File: src/rtl/seq_stage_ctrl.sv
// One-hot stage sequencer for the 16-bit RISC core: stall hold, branch flush,
// memory wait, graceful halt, retire counter. Optional timeout: SEQ_STAGE_CTRL_TIMEOUT_EN.
module seq_stage_ctrl #(
    parameter int STAGES    = 6,
    parameter int MEM_STAGE = 5,
    parameter int CNT_W     = 16,
    parameter int TIMEOUT   = 15
) (
    input  logic              clk,
    input  logic              reset,
    input  logic              stall,
    input  logic              flush,
    input  logic              halt_req,
    input  logic              mem_ready,
    output logic [STAGES-1:0] en,
    output logic              mem_req,
    output logic [CNT_W-1:0]  retire_cnt,
    output logic              halted,
    output logic              err,
    output logic [1:0]        dbg_state
);

    if (STAGES < 2 || STAGES > 8 || MEM_STAGE < 0 || MEM_STAGE >= STAGES ||
        TIMEOUT < 1 || TIMEOUT > 255) begin : g_param_check
        $error("seq_stage_ctrl: parameter out of range");
    end

    typedef enum logic [1:0] {
        S_IDLE = 2'd0,
        S_RUN  = 2'd1,
        S_HALT = 2'd2,
        S_ERR  = 2'd3
    } state_t;

    localparam logic [STAGES-1:0] FETCH = {{(STAGES-1){1'b0}}, 1'b1};

    state_t            state;
    state_t            state_nx;
    logic [STAGES-1:0] en_nx;
    logic [CNT_W-1:0]  retire_nx;
    logic              halted_nx;

`ifdef SEQ_STAGE_CTRL_TIMEOUT_EN
    localparam logic [7:0] TO = TIMEOUT[7:0];
    logic [7:0] tcnt;
    logic [7:0] tcnt_nx;
    logic       err_r;
    logic       err_nx;
`endif

    // Handshake: mem_req is high while the memory stage is enabled in RUN and no
    // flush is abandoning it; the stage completes on an edge with mem_ready=1 and stall=0.
    assign mem_req   = en[MEM_STAGE] & (state == S_RUN) & ~flush;
    assign dbg_state = state;

    always_comb begin
        state_nx  = state;
        en_nx     = en;
        retire_nx = retire_cnt;
        halted_nx = halted;
`ifdef SEQ_STAGE_CTRL_TIMEOUT_EN
        tcnt_nx   = tcnt;
        err_nx    = err_r;
`endif
        case (state)
            S_IDLE: begin
                state_nx = S_RUN;
                en_nx    = FETCH;
            end
            S_RUN: begin
                if (flush) begin
                    en_nx = FETCH;
`ifdef SEQ_STAGE_CTRL_TIMEOUT_EN
                    tcnt_nx = 8'd0;
`endif
                end else if (stall) begin
                    en_nx = en;
                end else if (en[MEM_STAGE] && !mem_ready) begin
`ifdef SEQ_STAGE_CTRL_TIMEOUT_EN
                    tcnt_nx = tcnt + 8'd1;
                    if (tcnt + 8'd1 == TO) begin
                        state_nx = S_ERR;
                        en_nx    = '0;
                        err_nx   = 1'b1;
                    end
`endif
                end else begin
`ifdef SEQ_STAGE_CTRL_TIMEOUT_EN
                    tcnt_nx = 8'd0;
`endif
                    if (en[STAGES-1]) begin
                        // Instruction boundary: retire, then either restart or park.
                        retire_nx = retire_cnt + CNT_W'(1);
                        if (halt_req) begin
                            state_nx  = S_HALT;
                            en_nx     = '0;
                            halted_nx = 1'b1;
                        end else begin
                            en_nx = FETCH;
                        end
                    end else begin
                        en_nx = en << 1;
                    end
                end
            end
            S_HALT: begin
                if (!halt_req) begin
                    state_nx  = S_RUN;
                    en_nx     = FETCH;
                    halted_nx = 1'b0;
                end
            end
            S_ERR: begin
                en_nx = '0;
            end
            default: begin
                state_nx = S_IDLE;
                en_nx    = '0;
            end
        endcase
    end

    always_ff @(posedge clk or negedge reset) begin
        if (!reset) begin
            state      <= S_IDLE;
            en         <= '0;
            retire_cnt <= '0;
            halted     <= 1'b0;
        end else begin
            state      <= state_nx;
            en         <= en_nx;
            retire_cnt <= retire_nx;
            halted     <= halted_nx;
        end
    end

`ifdef SEQ_STAGE_CTRL_TIMEOUT_EN
    always_ff @(posedge clk or negedge reset) begin
        if (!reset) begin
            tcnt  <= 8'd0;
            err_r <= 1'b0;
        end else begin
            tcnt  <= tcnt_nx;
            err_r <= err_nx;
        end
    end

    assign err = err_r;
`else
    assign err = 1'b0;
`endif

endmodule

File: config.mk
export PLATFORM = sky130hd
export DESIGN_NAME = seq_stage_ctrl
export DESIGN_NICKNAME = d
export VERILOG_FILES = /design/src/rtl/seq_stage_ctrl.sv
export SDC_FILE = /design/constraint.sdc
export NUM_CORES = 1
export LEC_CHECK = 0
export CAP_MARGIN = 10
export CORE_MARGIN = 4
export CORE_UTILIZATION = 35
export CTS_BUF_LIST = sky130_fd_sc_hd__clkbuf_4 sky130_fd_sc_hd__clkbuf_8 sky130_fd_sc_hd__clkbuf_16
export CTS_CLUSTER_DIAMETER = 40
export DETAILED_ROUTE_END_ITERATION = 16
export GPL_TIMING_DRIVEN = 0
export PLACE_DENSITY = 0.69
export SLEW_MARGIN = 0
export SYNTH_ARGS = -nofsm -noshare
export SYNTH_HDL_FRONTEND = slang
export SYNTH_SLANG_ARGS = --single-unit
export TNS_END_PERCENT = 10
File: constraint.sdc
create_clock -name clk -period 2.7 [get_ports clk]
set_input_delay 0.675 -clock clk [delete_from_list [all_inputs] [get_ports clk]]
set_output_delay 0.675 -clock clk [all_outputs]
set_load 0.005 [all_outputs]
==> results of run 1 <==
power groups by stage:
stage	Clock [mW]	Sequential, mW	Combinational [mW]
finish	0.176	0.393	0.0674
global route	0.195	0.395	0.0744
CTS	0.183	0.393	0.0665
detailed placement	0	0.400	0.0669
global placement	0	0.400	0.0659
floorplan	0	0.399	0.0255
state kept, by name, indices dropped and copies added, names as in the netlist:
name	count
en	6
dbg_state	2
halted	1
retire_cnt	16
Yosys cell counts, drive strengths merged (2+ instances only):
master / count
nand4: 7
inv: 3
nand3: 4
and3: 3
buf: 2
mux2: 3
xnor2: 10
mux2i: 3
nor2b: 2
dfrtp: 25
nor2: 6
nand2: 9
nor3: 3
a21o: 2
o21ai: 6
xor2: 5
and4: 2
per-stage QoR:
step / instance area [sq um] / hold slack, ns / worst slack [ns]
global route: 1600 / 0.504 / 0.169
finish: 1600 / 0.490 / 0.260
CTS: 1580 / 0.492 / 0.240
detailed placement: 1560 / 0.470 / -0.236
floorplan: 1190 / 0.379 / 0.751
global placement: 1560 / 0.461 / -0.218
worst max-delay path, stage by stage:
cell           delay [ns]
dlygate4sd2_1        0.26
or3b_1               0.36
buf_6                0.15
nor2_1               0.08
dlygate4sd2_1        0.23
kinds of logic (layout without fill, tap and decap cells):
family,count (synthesis),in the layout
muxes,6,6
other,1,1
adders and majority gates,1,1
buffers and inverters,5,41
DFF,25,25
xor gates and xnor gates,15,15
AOI/OAI and AO/OA,10,10
and+or+nand+nor,45,45
metal layers:
layer  wire, um  global-route usage, %
met4         21                   3.05
met1       1170                   16.4
met5          0                      0
met3        126                   4.42
met2       1120                   19.8
final cells by class:
cell class,count,area (sq um),area share (%)
Buffer,2,18.8,1.17
Clock buffer,4,30.0,1.88
Inverter,3,11.3,0.704
Multi-Input combinational cell,78,536,33.5
Sequential cell,25,626,39.1
Tap cell,44,55.1,3.44
Timing Repair Buffer,32,323,20.2
what timing repair did:
action                                  CTS  global route
hold buffers                              0             0
endpoints found under the setup margin    1             0
gates resized for setup                   2             0
worst max path at each step:
stage	startpoint	end
finish	flush	mem_req
global route	flush	mem_req
CTS	flush	mem_req
detailed placement	flush	mem_req
global placement	flush	mem_req
floorplan	flush	mem_req
==> qor.yml, run 1 <==
power_and_ir_drop:
  power.share.clock_pct: 27.7
  power.leakage_nw: 0.728
  power_mw: 0.636
  seq_power_share_pct: 61.7
  switching_share_pct: 23.3
  cellInternalPower_mw: 0.488
  pwr-share-comb_pct: 10.6
  powerDensity_nw_per_um2: 398
  ir_worst_vdd_mv: 0.254
  p_sw_mw: 0.148
critical_path:
  crit_required_ns: 2.03
  worstSetupPathType: "in -> out"
  rr_worst_depth: 4
  reg2reg_to: "retire_cnt[1]$_DFFE_PN0P_"
  r2r_start: "dbg_state[1]$_DFFE_PN0P_"
  cp_max_fo: 9
  r2r_slack_ns: 0.82
  worstPathArrival_ns: 1.77
  end_kind: "output port"
  cp-start-kind: "input pin"
grt:
  grt_pass1_vias: 886
  grt_max_degree: 26
  gr-total-overflow: 0
  grt_usage_pct: 12.6
  antenna_found_initial: 0
  grt_pass1_wl_um: 4260
finish:
  nFillCells: 318
  utilization_pct: 50.7
  nNetsFinal: 152
  drive_gt1_share_pct: 8.33
  final_cell_mix: "clkdlybuf4s50_1 (29), dfrtp_1 (25), xnor2_1 (10)"
  n_antenna_cell: 0
  final_cells: 188
  layout_commonest_cell: "clkdlybuf4s50_1"
  syn_to_final_growth_pct: 34.2
clock_network:
  clock-sinks: 25
  cts_setup_buffers: 0
  cts_tree: "built"
  path_clk_slew_ns: 0.12
  cts_max_path_buffers: 2
  numCtsBuffers: 3
  insertion_delay_ns: 0.32
  h-tree-depth: 1
  cts_root_buf: "clkbuf_4"
hold_path:
  holdPathEnd: "retire_cnt[15]$_DFFE_PN0P_"
  holdPathStages: 1
  hp-start: "retire_cnt[15]$_DFFE_PN0P_"
  hp-class: "reg -> reg"
floorplanning:
  io_pins: 33
  die-area_sq_um: 4400
  core_sq_um: 3150
  fp.dieW_um: 66.3
  num_rows: 20
  chipHeight_um: 66.3
  start_util_pct: 37.8
sta:
  grt_setup_unrepaired: "false"
  fin_skew_ns: 0.00657
  setup_viol: 0
  tns_ns: 0
  fin_crit_ns: 2.44
  drv_slew: 0
  hold_violations: 0
  tightest_slew_ns: 0.650
  relSlewSlack_pct: 56.5
  period_share_pct: 90.4
  fmax_mhz: 410
routing:
  routed_via_density: 4.94
  ant_nets: 0
  vias: 928
  drtPass1Iterations: 4
  wl_um: 2440
  drt_iter0_markers: 19
  routedWlPerCell_um: 13.0
  drcViolationCount: 0
yosys:
  synth_top_family_by_area: "simple AND/OR/NAND/NOR gates"
  synth_xor_area_share_pct: 11.0
  ys_types: 32
  synthSimpleGateAreaFrac_pct: 22.5
  synth_area_leaders: "dfrtp_1 (53%), xnor2_1 (7.4%), nand4_1 (3.7%)"
  synth_seq_area_share_pct: 52.5
  synth_edf_count: 0
  synthMuxAreaShare_pct: 5.36
  synth_top_area_share_pct: 52.5
  synth_compound_area_share_pct: 4.73
  ys_seq_elements: 25
  ys.flop_type: "dfrtp_1"
  ys_warn_count: 0
  syn-num-nets: 115
  syn_area_per_cell_sq_um: 11.0
  synthAdderAreaFrac_pct: 1.05
  yosys.area.top_type: "dfrtp_1"
  synthCells: 108
  async_flop_share_pct: 100
  synth_area_sq_um: 1190
place:
  io_buffers: 31
  dpl.cell_count: 183
  place_congestion: 0.787
  dp_hpwl_um: 1850
status:
  status: "complete, no violations"
flow_run:
  cap_violations: 0
Power figures use the tool's default switching activity.
==> run 2, diff against run 1 <==
--- a/config.mk
+++ b/config.mk
@@ -13,7 +13,7 @@
 export DETAILED_ROUTE_END_ITERATION = 16
 export GPL_TIMING_DRIVEN = 0
 export PLACE_DENSITY = 0.69
-export SLEW_MARGIN = 0
+export SLEW_MARGIN = 15
 export SYNTH_ARGS = -nofsm -noshare
 export SYNTH_HDL_FRONTEND = slang
 export SYNTH_SLANG_ARGS = --single-unit
==> qor.yml, run 2 (synthesized netlist as in run 1, its figures left out) <==
status:
  status: "complete, no violations"
finish:
  drive_gt1_share_pct: 8.39
  final_cells: 187
  nNetsFinal: 151
  layout_commonest_cell: "clkdlybuf4s50_1"
  regMostFlops: "retire_cnt"
  n_antenna_cell: 0
  stdcell_area_sq_um: 1580
  largest_reg_flops: 16
  final_cell_mix: "clkdlybuf4s50_1 (28), dfrtp_1 (25), xnor2_1 (10)"
  syn_to_final_growth_pct: 32.6
  utilization_pct: 50.1
routing:
  drt_iter0_markers: 20
  routedWlPerCell_um: 13.0
  wl_um: 2430
  vias: 926
  ant_nets: 0
  routed_via_density: 4.95
  drcViolationCount: 0
  drtPass1Iterations: 4
floorplanning:
  num_rows: 20
  core_sq_um: 3150
  fp.dieW_um: 66.3
  die-area_sq_um: 4400
  start_util_pct: 37.8
  chipHeight_um: 66.3
  io_pins: 33
flow_run:
  cap_violations: 0
place:
  post_dp_cell_area_sq_um: 1560
  place_congestion: 0.787
  dp_hpwl_um: 1850
  io_buffers: 31
  dpl.cell_count: 183
critical_path:
  cp-start-kind: "input pin"
  worstPathArrival_ns: 1.77
  cp_max_fo: 9
  r2r_slack_ns: 0.82
  crit_required_ns: 2.03
  end_kind: "output port"
  worstSetupPathType: "in -> out"
clock_network:
  numCtsBuffers: 3
  clock-sinks: 25
  holdBufCountCts: 0
  insertion_delay_ns: 0.32
  cts_tree: "built"
  h-tree-depth: 1
  path_clk_slew_ns: 0.13
  cts_root_buf: "clkbuf_4"
  cts_max_path_buffers: 2
power_and_ir_drop:
  ir_worst_vdd_mv: 0.254
  powerDensity_nw_per_um2: 401
  power.leakage_nw: 0.720
sta:
  setup_viol: 0
  fin_skew_ns: 0.00658
  fmax_mhz: 410
  drv_slew: 0
  period_share_pct: 90.4
  fin_crit_ns: 2.44
  hold_violations: 0
  relSlewSlack_pct: 62.9
  tightest_slew_ns: 0.557
  grt_setup_unrepaired: "false"
grt:
  grt_pass1_vias: 886
  grt_usage_pct: 12.6
  grt_pass1_wl_um: 4260
  antenna_found_initial: 0
  grt_max_degree: 26
  gr-total-overflow: 0
hold_path:
  hp-class: "in -> async"
[run 2: area by class of cell]
class | instances | area [sq um]
multi-input combinational | 78 | 536
inverter | 3 | 11.3
clock buffer | 4 | 30.0
tap | 44 | 55.1
buffer | 2 | 18.8
fill | 320 | 1570
timing repair buffer | 31 | 303
sequential | 25 | 626
[run 2: worst paths after layout]
check	start	to	cells past startpoint
worst min-delay path	reset	en[1]$_DFFE_PN0P_	1
worst min register to register	retire_cnt[15]$_DFFE_PN0P_	retire_cnt[15]$_DFFE_PN0P_	1
min in group clk	retire_cnt[15]$_DFFE_PN0P_	retire_cnt[15]$_DFFE_PN0P_	1
max in group asynchronous	reset	retire_cnt[8]$_DFFE_PN0P_	1
worst max register to register	dbg_state[1]$_DFFE_PN0P_	retire_cnt[1]$_DFFE_PN0P_	4
worst max-delay path	flush	mem_req	5
[run 2: power by group]
part / switching, mW / leakage, nW / total (mW) / internal [mW]
Clock: 0.109 / 0.0184 / 0.177 / 0.0679
Sequential: 0.00924 / 0.334 / 0.393 / 0.383
Combinational: 0.0299 / 0.368 / 0.0641 / 0.0342
Total: 0.148 / 0.720 / 0.633 / 0.485
[run 2: critical path, cell delays in order]
cell	delay [ns]
dlygate4sd2_1	0.26
or3b_1	0.36
buf_6	0.15
nor2_1	0.08
dlygate4sd2_1	0.23
[run 2: what timing repair did]
action / CTS / global route
setup buffers: 0 / 0
endpoints found under the setup margin: 1 / 0
gates resized for setup: 2 / 0
[run 2: metrics by stage]
stage                     worst slack (ns)  power, mW  hold slack, ns  setup TNS, ns
after floorplan                      0.751      0.425           0.379              0
after global placement              -0.218      0.466           0.461         -0.218
after detailed placement            -0.236      0.467           0.470         -0.236
after CTS                            0.240      0.643           0.492              0
after global routing                 0.169      0.661           0.348              0
final                                0.260      0.633           0.323              0
[run 2: per-layer routing]
| layer | vias up | part of all wire [%] | GRT usage, % |
|---|---|---|---|
| li1 | 451 | - | - |
| met1 | 450 | 48 | 16.4 |
| met2 | 21 | 46 | 19.8 |
| met3 | 4 | 5.2 | 4.42 |
| met4 | 0 | 0.87 | 3.05 |
| met5 | - | 0 | 0 |
==> run 3, diff against run 2 <==
--- a/config.mk
+++ b/config.mk
@@ -12,7 +12,7 @@
 export CTS_CLUSTER_DIAMETER = 40
 export DETAILED_ROUTE_END_ITERATION = 16
 export GPL_TIMING_DRIVEN = 0
-export PLACE_DENSITY = 0.69
+export PLACE_DENSITY_LB_ADDON = 0.12
 export SLEW_MARGIN = 15
 export SYNTH_ARGS = -nofsm -noshare
 export SYNTH_HDL_FRONTEND = slang
==> qor.yml, run 3 (synthesized netlist as in run 1, its figures left out) <==
power_and_ir_drop:
  switching_share_pct: 23.2
  p_sw_mw: 0.146
  power_mw: 0.632
  power.leakage_nw: 0.720
  ir_worst_vdd_mv: 0.290
  powerDensity_nw_per_um2: 400
  power.share.clock_pct: 27.7
  seq_power_share_pct: 62.2
  cellInternalPower_mw: 0.485
  pwr-share-comb_pct: 10.1
finish:
  nFillCells: 320
  layout_commonest_cell: "clkdlybuf4s50_1"
  regMostFlops: "retire_cnt"
  nNetsFinal: 151
  syn_to_final_growth_pct: 32.6
  n_antenna_cell: 0
  final_cell_mix: "clkdlybuf4s50_1 (28), dfrtp_1 (25), xnor2_1 (10)"
  drive_gt1_share_pct: 8.39
  stdcell_area_sq_um: 1580
  largest_reg_flops: 16
critical_path:
  rr_worst_depth: 5
  cp_max_fo: 9
  worstPathArrival_ns: 1.77
  end_kind: "output port"
  cp-start-kind: "input pin"
  crit_required_ns: 2.03
  worstSetupPathType: "in -> out"
floorplanning:
  io_pins: 33
  num_rows: 20
  die-area_sq_um: 4400
  start_util_pct: 37.8
  fp.dieW_um: 66.3
  chipHeight_um: 66.3
  core_sq_um: 3150
sta:
  fmax_mhz: 409
  fin_ws_ns: 0.256
  grt_setup_unrepaired: "false"
  hold_violations: 0
  drv_slew: 0
  fin_skew_ns: 0.0106
  tightest_slew_ns: 0.557
  fin_crit_ns: 2.44
  period_share_pct: 90.5
  tns_ns: 0
  relSlewSlack_pct: 62.9
  setup_viol: 0
routing:
  ant_nets: 0
  wl_um: 2490
  routedWlPerCell_um: 13.3
  drtPass1Iterations: 4
  vias: 921
  routed_via_density: 4.93
  drcViolationCount: 0
  drt_iter0_markers: 26
clock_network:
  h-tree-depth: 1
  cts_max_path_buffers: 2
  clock-sinks: 25
  numCtsBuffers: 3
  holdBufCountCts: 0
  cts_setup_buffers: 0
  insertion_delay_ns: 0.32
  cts_root_buf: "clkbuf_4"
  cts_tree: "built"
  path_clk_slew_ns: 0.14
place:
  io_buffers: 31
  place_congestion: 0.796
  dp_hpwl_um: 1840
  post_dp_cell_area_sq_um: 1560
  place_ws_ns: -0.228
grt:
  grt_max_degree: 26
  antenna_found_initial: 0
  grt_pass1_vias: 916
  grt_pass1_wl_um: 4380
  gr-total-overflow: 0
  grt_usage_pct: 12.9
hold_path:
  hp-class: "in -> async"
flow_run:
  cap_violations: 0
status:
  status: "complete, no violations"
==> run 3: cell counts in the layout (fill, tap and decap cells not counted) <==
No cell type changed its count.
==> run 3: repair_timing <==
item / in CTS / in global routing
endpoints found under the hold margin: 0 / 0
resized for setup: 2 / 0
endpoints found under the setup margin: 1 / 0
==> run 3: power groups by stage <==
stage          registers [mW]  clock network, mW  logic, mW
3_3_place_gp            0.400                  0     0.0665
5_1_grt                 0.395              0.200     0.0720
3_5_place_dp            0.400                  0     0.0668
6_report                0.393              0.175     0.0638
4_1_cts                 0.393              0.181     0.0665
2_1_floorplan           0.399                  0     0.0255
==> run 3: final cells by class <==
cell class	instances	area (sq um)	share of cell area (%)
timing repair buffer	31	303	19.2
clock buffer	4	30.0	1.90
inverter	3	11.3	0.713
sequential	25	626	39.6
multi-input combinational	78	536	33.9
buffer	2	18.8	1.19
tap	44	55.1	3.49
==> run 3: final timing paths <==
path	from	end	slack, ns
max in group asynchronous	reset	retire_cnt[7]$_DFFE_PN0P_	2.00
worst max-delay path	flush	mem_req	0.26
min in group clk	retire_cnt[15]$_DFFE_PN0P_	retire_cnt[15]$_DFFE_PN0P_	0.49
worst max register to register	dbg_state[1]$_DFFE_PN0P_	retire_cnt[12]$_DFFE_PN0P_	0.82
worst min-delay path	reset	en[1]$_DFFE_PN0P_	0.32
worst min register to register	retire_cnt[15]$_DFFE_PN0P_	retire_cnt[15]$_DFFE_PN0P_	0.49
==> run 3: through the flow <==
step	cells	hold WS, ns	util, %
2_1_floorplan	108	0.379	-
3_3_place_gp	183	0.463	49.4
3_5_place_dp	183	0.472	49.4
4_1_cts	187	0.490	50.2
5_1_grt	187	0.360	50.1
6_report	187	0.324	50.1
==> run 3: routing by layer <==
| metal | wire length, um | vias to the layer above | track usage, % |
|---|---|---|---|
| li1 | - | 444 | - |
| met1 | 1180 | 453 | 17.2 |
| met2 | 1160 | 22 | 20.0 |
| met3 | 141 | 2 | 4.93 |
| met4 | 15 | 0 | 2.28 |
| met5 | 0 | - | 0 |
==> run 3: critical path: stages <==
cell and delay, ns:
dlygate4sd2_1 0.26, or3b_1 0.37, buf_6 0.15, nor2_1 0.08, dlygate4sd2_1 0.23
